File: config.mk
export PLATFORM = sky130hd
export DESIGN_NAME = cpu_state_dumper
export DESIGN_NICKNAME = d
export VERILOG_FILES = /design/src/rtl/cpu_state_dumper.sv
export SDC_FILE = /design/constraint.sdc
export NUM_CORES = 1
export LEC_CHECK = 0
export BUFFER_PORTS_ARGS = -buffer_cell sky130_fd_sc_hd__buf_2
export CORE_ASPECT_RATIO = 1.5
export CORE_UTILIZATION = 40
export CTS_CLUSTER_SIZE = 28
export DETAILED_ROUTE_END_ITERATION = 6
export PLACE_DENSITY = 0.79
export SYNTH_ARGS = -nofsm -noshare
export SYNTH_HDL_FRONTEND = slang
export SYNTH_SLANG_ARGS = --single-unit
File: constraint.sdc
create_clock -name clk -period 2.1 [get_ports clk]
set_input_delay 0.105 -clock clk [delete_from_list [all_inputs] [get_ports clk]]
set_output_delay 0.105 -clock clk [all_outputs]
set_load 0.1 [all_outputs]
File: src/rtl/cpu_state_dumper.sv
`default_nettype none
// ============================================================================
// Module   : cpu_state_dumper
// Purpose  : Post-run state extractor placed downstream of single_cycle_cpu.
//            Lets the CPU run CYCLE_LIMIT cycles after reset, then freezes it
//            and streams every register-file entry followed by the low
//            data-memory words as {kind, index, data} records on a
//            valid/ready interface.
// Ports    : clk, reset            - clock, synchronous active-high reset
//            cpu_halt              - registered freeze request to the CPU
//            rf_dbg_addr/data      - RF debug port (combinational read)
//            dmem_dbg_addr/data    - DMEM debug port (one-cycle sync read)
//            out_valid/ready       - record handshake
//            out_kind/index/data   - record: 0=RF, 1=DMEM, 2=checksum
//            done                  - all records accepted, sticky to reset
// Options  : DUMP_CHECKSUM_EN - when defined, one trailing checksum record
//            holding the XOR of every RF and DMEM payload is emitted.
// Revision : 1.0 - initial release
// ============================================================================
module cpu_state_dumper #(
    parameter int REG_WIDTH       = 64,
    parameter int RF_DEPTH        = 32,
    parameter int DMEM_ADDR_WIDTH = 10,
    parameter int DMEM_DUMP_WORDS = 9,
    parameter int CYCLE_LIMIT     = 45
) (
    input  logic                       clk,
    input  logic                       reset,
    output logic                       cpu_halt,
    output logic [4:0]                 rf_dbg_addr,
    input  logic [REG_WIDTH-1:0]       rf_dbg_data,
    output logic [DMEM_ADDR_WIDTH-1:0] dmem_dbg_addr,
    input  logic [REG_WIDTH-1:0]       dmem_dbg_data,
    output logic                       out_valid,
    input  logic                       out_ready,
    output logic [1:0]                 out_kind,
    output logic [9:0]                 out_index,
    output logic [REG_WIDTH-1:0]       out_data,
    output logic                       done
);

    localparam int                         c_CNT_W    = (CYCLE_LIMIT > 1) ? $clog2(CYCLE_LIMIT) : 1;
    localparam logic [c_CNT_W-1:0]         c_CNT_LAST = c_CNT_W'(CYCLE_LIMIT - 1);
    localparam logic [4:0]                 c_RF_LAST  = 5'(RF_DEPTH - 1);
    localparam logic [DMEM_ADDR_WIDTH-1:0] c_MEM_LAST = DMEM_ADDR_WIDTH'(DMEM_DUMP_WORDS - 1);
    localparam logic [1:0]                 c_KIND_RF  = 2'd0;
    localparam logic [1:0]                 c_KIND_MEM = 2'd1;
`ifdef DUMP_CHECKSUM_EN
    localparam logic [1:0]                 c_KIND_SUM = 2'd2;
`endif

    typedef enum logic [2:0] {
        S_RUN  = 3'd0,
        S_HALT = 3'd1,
        S_RF   = 3'd2,
        S_MEM  = 3'd3,
`ifdef DUMP_CHECKSUM_EN
        S_SUM  = 3'd4,
`endif
        S_LAST = 3'd5,   // final record loaded, waiting for its acceptance
        S_DONE = 3'd6
    } state_t;

    state_t                       r_state;
    state_t                       w_state_nxt;
    logic [c_CNT_W-1:0]           r_cycle_cnt;
    logic [4:0]                   r_rf_idx;
    logic [DMEM_ADDR_WIDTH-1:0]   r_mem_idx;
    logic                         r_rd_ok;
    logic                         r_cpu_halt;
    logic                         r_out_valid;
    logic [1:0]                   r_out_kind;
    logic [9:0]                   r_out_index;
    logic [REG_WIDTH-1:0]         r_out_data;
    logic                         r_done;
`ifdef DUMP_CHECKSUM_EN
    logic [REG_WIDTH-1:0]         r_chk;
`endif

    logic                         w_slot_free;
    logic                         w_load;
    logic [1:0]                   w_load_kind;
    logic [9:0]                   w_load_index;
    logic [REG_WIDTH-1:0]         w_load_data;

    // ------------------------------------------------------------------
    // Next-state and record-load decode
    // ------------------------------------------------------------------
    always_comb begin
        w_slot_free  = !r_out_valid || out_ready;
        w_state_nxt  = r_state;
        w_load       = 1'b0;
        w_load_kind  = c_KIND_RF;
        w_load_index = '0;
        w_load_data  = '0;
        case (r_state)
            S_RUN: begin
                if (r_cycle_cnt == c_CNT_LAST) begin
                    w_state_nxt = S_HALT;
                end
            end
            S_HALT: begin
                // Settle cycle so the CPU's final write lands before reading.
                w_state_nxt = S_RF;
            end
            S_RF: begin
                if (w_slot_free) begin
                    w_load       = 1'b1;
                    w_load_kind  = c_KIND_RF;
                    w_load_index = 10'(r_rf_idx);
                    w_load_data  = rf_dbg_data;
                    if (r_rf_idx == c_RF_LAST) begin
                        w_state_nxt = S_MEM;
                    end
                end
            end
            S_MEM: begin
                // rd_ok guarantees the sync-read data belongs to mem_idx.
                if (r_rd_ok && w_slot_free) begin
                    w_load       = 1'b1;
                    w_load_kind  = c_KIND_MEM;
                    w_load_index = 10'(r_mem_idx);
                    w_load_data  = dmem_dbg_data;
                    if (r_mem_idx == c_MEM_LAST) begin
`ifdef DUMP_CHECKSUM_EN
                        w_state_nxt = S_SUM;
`else
                        w_state_nxt = S_LAST;
`endif
                    end
                end
            end
`ifdef DUMP_CHECKSUM_EN
            S_SUM: begin
                if (w_slot_free) begin
                    w_load       = 1'b1;
                    w_load_kind  = c_KIND_SUM;
                    w_load_index = '0;
                    w_load_data  = r_chk;
                    w_state_nxt  = S_LAST;
                end
            end
`endif
            S_LAST: begin
                if (r_out_valid && out_ready) begin
                    w_state_nxt = S_DONE;
                end
            end
            S_DONE: begin
                w_state_nxt = S_DONE;
            end
            default: begin
                w_state_nxt = S_RUN;
            end
        endcase
    end

    // ------------------------------------------------------------------
    // State register
    // ------------------------------------------------------------------
    always_ff @(posedge clk) begin
        if (reset) begin
            r_state <= S_RUN;
        end else begin
            r_state <= w_state_nxt;
        end
    end

    // ------------------------------------------------------------------
    // Counters, read-ready flag, output slot
    // ------------------------------------------------------------------
    always_ff @(posedge clk) begin
        if (reset) begin
            r_cycle_cnt <= '0;
            r_rf_idx    <= '0;
            r_mem_idx   <= '0;
            r_rd_ok     <= 1'b0;
            r_cpu_halt  <= 1'b0;
            r_out_valid <= 1'b0;
            r_out_kind  <= '0;
            r_out_index <= '0;
            r_out_data  <= '0;
            r_done      <= 1'b0;
`ifdef DUMP_CHECKSUM_EN
            r_chk       <= '0;
`endif
        end else begin
            // Derived from the next state so halt rises on the same edge
            // the FSM leaves RUN, without any combinational path to the CPU.
            r_cpu_halt <= (w_state_nxt != S_RUN);
            r_done     <= (w_state_nxt == S_DONE);

            if (r_state == S_RUN) begin
                r_cycle_cnt <= r_cycle_cnt + c_CNT_W'(1);
            end

            case (r_state)
                S_HALT: begin
                    r_rf_idx  <= '0;
                    r_mem_idx <= '0;
                    r_rd_ok   <= 1'b0;
                end
                S_RF: begin
                    if (w_load) begin
                        r_rf_idx <= r_rf_idx + 5'd1;
                    end
                end
                S_MEM: begin
                    if (w_load) begin
                        r_mem_idx <= r_mem_idx + DMEM_ADDR_WIDTH'(1);
                        r_rd_ok   <= 1'b0;
                    end else begin
                        r_rd_ok   <= 1'b1;
                    end
                end
                default: begin
                    r_rd_ok <= 1'b0;
                end
            endcase

            // Load wins over drain so accept-and-load sustains full rate.
            if (w_load) begin
                r_out_valid <= 1'b1;
                r_out_kind  <= w_load_kind;
                r_out_index <= w_load_index;
                r_out_data  <= w_load_data;
            end else if (out_ready) begin
                r_out_valid <= 1'b0;
            end

`ifdef DUMP_CHECKSUM_EN
            if (r_state == S_HALT) begin
                r_chk <= '0;
            end else if (w_load && (w_load_kind != c_KIND_SUM)) begin
                r_chk <= r_chk ^ w_load_data;
            end
`endif
        end
    end

    assign cpu_halt      = r_cpu_halt;
    assign rf_dbg_addr   = r_rf_idx;
    assign dmem_dbg_addr = r_mem_idx;
    assign out_valid     = r_out_valid;
    assign out_kind      = r_out_kind;
    assign out_index     = r_out_index;
    assign out_data      = r_out_data;
    assign done          = r_done;

endmodule
`default_nettype wire

* Word-level counts from Yosys, hierarchy flattened
Index checks and enable logic that the tools add are counted.
** Operators by class
- $mul :: 0
- Multiplexer cells :: 26
- $lt $le $gt $ge :: 0
- $add $sub $neg :: 3
- Div/mod/pow operators :: 0
- Bitwise gates (word level) :: 0
- Reduce and logical (&&, ||, !) cells :: 11
- Shift-type cells :: 0
- Equality and inequality tests :: 11
** Operator list (number)
- 64-bit 2-to-1 mux :: 2
- 64-bit case mux with 2 select lines :: 1
- 10-bit case mux with 2 select lines :: 2
- 10-bit 2-to-1 mux :: 2
- 3-bit 2-to-1 mux :: 6
- 3-bit case mux with 6 select lines :: 1
- 10-bit by 1-bit adder with 10-bit output (second input constant) :: 1
- 10-bit by 4-bit equality test with 1-bit output (second input constant) :: 1
- 5-bit 2-to-1 mux :: 2
- 5-bit case mux with 2 select lines :: 1
- 3-bit equality test (second input constant) :: 3
- 1-bit 2-to-1 mux :: 7
- 6-bit by 1-bit adder with 6-bit output (second input constant) :: 1
- 3-bit by 2-bit equality test with 1-bit output (second input constant) :: 2
- 6-bit equality test (second input constant) :: 1
- 2-bit nonzero test :: 3
- 5-bit by 1-bit adder with 5-bit output (second input constant) :: 1
- 5-bit equality test (second input constant) :: 1
- 2-bit != test (second input constant) :: 2
- 1-bit case mux with 2 select lines :: 2
- 2-bit AND reduction :: 2
- 3-bit by 1-bit equality test with 1-bit output (second input constant) :: 1
- 3-bit logical NOT :: 1
- 3-bit nonzero test :: 1
- other kinds (3) :: 4
** Storage, ports and cells
- Logic and storage cells :: 62
- Bits in read-only memories :: 0
- Bits in latches :: 0
- Memories kept :: 0
- Input bits :: 131
- Memory bits (writable) :: 0
- Output and inout port bits :: 94
- Flip-flop bits (word level) :: 104

* Depth between registers and ports, before layout
- Depth after elaboration :: 7
- Gate-level depth with buffers :: 8
- Mapped depth without buffers :: 7

* Worst setup path after synthesis
OpenSTA, ideal clock, no wires.
- Path kind :: register -> register
- Start point :: register r_out_valid (netlist: out_valid)
- End point :: register r_out_index[3] (netlist: out_index[3])
- Path slack :: -0.076 ns
- Buffers on the path :: 4
- Period minus slack after synthesis :: 2.176 ns
- Arrival time :: 2.044 ns
- Stages on the path, launching flop included :: 9
- Required time :: 1.968 ns
- Library setup time :: 0.132 ns
- Cell sequence :: dfxtp_1 -> nand2b_1 -> buf_2 -> and3_1 -> buf_2 -> buf_4 -> buf_2 -> a22oi_1 -> a21oi_1
** On the way
- Longest elaborated chain between the ends :: 5
- Elaborated cells on any way between the ends :: 9
- Classes of those cells :: mux: 6; reduce/logical: 3
** RTL lines
- start, declared :: line 71 : logic r_out_valid;
- start signal, assigned :: line 179 : r_out_valid <= 1'b0;
- start signal, assigned :: line 223 : r_out_valid <= 1'b1;
- start signal, assigned :: line 228 : r_out_valid <= 1'b0;
- 1-bit logical NOT (*) :: line 90 : w_slot_free = !r_out_valid || out_ready;
- 1-bit logical OR (*) :: line 90
- 1-bit logical AND :: line 119 : if (r_rd_ok && w_slot_free) begin
- 10-bit 2-to-1 mux / 1-bit 2-to-1 mux (equally long branches) :: line 119
- 10-bit case mux with 2 select lines / 1-bit case mux with 2 select lines (equally long branches) :: line 96 : case (r_state)
- end signal, assigned :: line 225 : r_out_index <= w_load_index;
- end, declared :: line 73 : logic [9:0] r_out_index;
Every way passes the cells marked *; elsewhere a longest branch is shown, timed or not.
A chain may end at the register's enable or synchronous reset.

* Final worst setup path
- Start point :: register r_mem_idx[0] (netlist: dmem_dbg_addr[0])
- End point :: register r_cpu_halt (netlist: cpu_halt)
** On the way
- Longest elaborated chain between the ends :: 5
** RTL lines
- start, declared :: line 68 : logic [DMEM_ADDR_WIDTH-1:0] r_mem_idx;
- start signal, assigned :: line 210 : r_mem_idx <= r_mem_idx + DMEM_ADDR_WIDTH'(1);
- 10-bit by 4-bit equality test with 1-bit output :: line 124 : if (r_mem_idx == c_MEM_LAST) begin
- 3-bit 2-to-1 mux :: line 124
- 3-bit 2-to-1 mux :: line 119
- 3-bit case mux with 6 select lines :: line 96
- 3-bit nonzero test :: line 190 : r_cpu_halt <= (w_state_nxt != S_RUN);
- end signal, assigned :: line 190
- end, declared :: line 70 : logic r_cpu_halt;
Every way passes these cells.

==> flow_summary.json <==
{
  "outcome": "finished, final reports clean",
  "worst-path-buf-inv": 1,
  "clock-sinks": 103,
  "path_cells": "inv_1, ha_1, or4b_1, nor3_1, o311a_1, o211ai_1",
  "hold_viol": 0,
  "tns_ps": 0,
  "instances_no_fill": 856,
  "cts_buffers": 9,
  "die_y_um": 130,
  "ys_types": 46,
  "max-cap-violations": 0,
  "yosysSeqAreaShare_pct": 47.0,
  "grt_pass1_vias": 4002,
  "layout_min_cycle_time_ps": 1980,
  "final.setup_skew_ps": 9.82,
  "antenna_found_initial": 0,
  "die_w_um": 87.5,
  "cts_tree": "built",
  "worstSkewPairLatency_ps": 330,
  "drc": 0,
  "start_kind": "flip-flop",
  "final_common_cell": "buf_2",
  "cts_root_buf": "clkbuf_16",
  "ys_warn_count": 0,
  "end_kind": "flip-flop",
  "hold_class": "in2reg",
  "slew_violations": 0,
  "nets": 844,
  "syn_area_sq_mm": 0.00439,
  "critical_path.top_delay_family": "simple AND/OR/NAND/NOR gates",
  "areaGrowthSynthToFinish_pct": 33.8,
  "rows": 46,
  "synth.avg_cell_area_sq_um": 8.72,
  "cp_max_fo": 6,
  "place_inst": 840,
  "vias": 4590,
  "rsz0062_at_grt": "false",
  "total_power_mw": 3.70,
  "post_cts_buffers": 0,
  "p_per_area_mw_per_mm2": 630,
  "drive_gt1_share_pct": 36.0,
  "drtIter0Drc": 140,
  "overflow": 0,
  "grt_pass1_wl_um": 18600,
  "layout_common_cells": "buf_2, dfxtp_1, nand2_1",
  "io_buffers": 223,
  "grt.total_usage_pct": 20.8,
  "finalWirelength_um": 12700,
  "post_drt_via_cell_ratio": 5.36,
  "slew_headroom_pct": 47.6,
  "period_share_pct": 94.1,
  "cts_resized": 0,
  "max-vdd-ir-drop_uv": 371,
  "tightestPinTransition_ps": 786,
  "grt_max_degree": 49,
  "syn_nets": 640,
  "gp_congestion": 0.839,
  "antenna_left": 0,
  "critical_path_class": "reg2reg",
  "initial_core_util_pct": 41.2,
  "slowest_stage": "or4b_1",
  "htreeDepth": 3,
  "clockBufferDepth": 2,
  "dp_hpwl_um": 9400,
  "fmax_mhz": 506,
  "io_pins": 225,
  "ys_ff_latch": 103,
  "cp_data_required_time_ps": 2280,
  "power.leakage_nw": 2.55,
  "die-area_sq_mm": 0.0114,
  "diodes": 0,
  "coreArea_sq_mm": 0.0106,
  "cpPeakStageDelay_ps": 430,
  "netlist_instances": 503,
  "fin_util_pct": 55.1,
  "routedWlPerCell_um": 14.9,
  "path_clk_slew_ps": 70,
  "setup_violations": 0,
  "cts_hold_buf": 0,
  "drt-pass1-iter-count": 5,
  "critPathArrivalTime_ps": 2160
}
## report_power, final
group	leakage [nW]	internal, mW	switching [mW]
combinational	1.59	0.0987	0.0905
clock	0.125	0.840	0.705
sequential	0.831	1.96	0.00569
## routing by layer
metal | share of wire (%) | routed length [um] | global-route usage [%] | up-vias
met4 | 1.5 | 197 | 8.10 | 0
li1 | - | - | - | 2219
met5 | 0 | 0 | 0 | -
met1 | 39 | 5020 | 23.1 | 2178
met3 | 5.3 | 674 | 3.73 | 16
met2 | 54 | 6860 | 38.7 | 177
## layout make-up
class                      count  area (sq um)
clock buffer                  12           246
clock inverter                 4          31.3
fill                         972          4780
inverter                       9          33.8
multi-input combinational    349          2060
sequential                   103          2070
tap                          144           180
timing repair buffer         235          1260
## Yosys cell counts, drive strengths merged
cell / instances / area [sq um]
dfxtp: 103 / 2060
nand2: 83 / 312
a21oi: 82 / 410
a22oi: 75 / 563
buf: 25 / 171
nor2: 18 / 75.1
clkbuf: 17 / 63.8
inv: 9 / 33.8
or3: 9 / 56.3
o21ai: 8 / 40.0
ha: 6 / 75.1
mux2i: 6 / 60.1
nand3: 5 / 25.0
nor3b: 5 / 42.5
nor4: 5 / 31.3
nand2b: 4 / 25.0
a31oi: 3 / 18.8
and3: 3 / 18.8
and4: 3 / 26.3
nor2b: 3 / 18.8
nor3: 3 / 26.3
o31ai: 3 / 22.5
xor2: 3 / 26.3
and3b: 2 / 17.5
nand4: 2 / 12.5
o211ai: 2 / 15.0
o21a: 2 / 15.0
xnor2: 2 / 17.5
a21boi: 1 / 7.51
and4b: 1 / 10.0
conb: 1 / 3.75
nand4bb: 1 / 11.3
nor4b: 1 / 8.76
o221a: 1 / 11.3
o311a: 1 / 10.0
o31a: 1 / 8.76
o32ai: 1 / 8.76
or3b: 1 / 8.76
or4: 1 / 7.51
or4b: 1 / 10.0
## kinds of logic after synthesis
kind of cell    Yosys count  share of synthesized area (%)
compound gates          180                           25.8
fa+ha+maj                 6                           1.71
buf+inv                  51                           6.13
flops                   103                           47.0
other cells               1                         0.0855
simple gates            151                           16.9
mux                       6                           1.37
xor+xnor                  5                          0.998
## worst paths after layout
kind	depth (start not counted)	slack [ps]	startpoint	endpoint
min reg2reg	2	450	out_data[34]	out_data[34]
max	6	120	dmem_dbg_addr[0]	cpu_halt
max reg2reg	6	120	dmem_dbg_addr[0]	cpu_halt
min	3	40	dmem_dbg_data[31]	out_data[31]
## worst reg2reg max path, stage by stage (launching register included)
cell	delay [ps]
dfxtp_1	370
inv_1	100
ha_1	160
or4b_1	430
nor3_1	410
o311a_1	260
o211ai_1	100
## state kept, by name, summed over array words and instances, names as in the netlist
register / count
dmem_dbg_addr: 10
cpu_halt: 1
out_kind: 1
done: 1
rf_dbg_addr: 5
r_rd_ok: 1
r_state: 3
out_data: 64
out_index: 10
r_cycle_cnt: 6
out_valid: 1
## stage by stage
step | hold slack, ps | worst slack (ps) | cell area, sq um
finish | 42.4 | 124 | 5870
global route | 42.3 | 36.3 | 5870
CTS | 31.0 | 139 | 5870
detailed placement | 385 | 167 | 5590
global placement | 377 | 129 | 5590
floorplan | 289 | 10.5 | 4390
(Power assumes the default switching activity.)
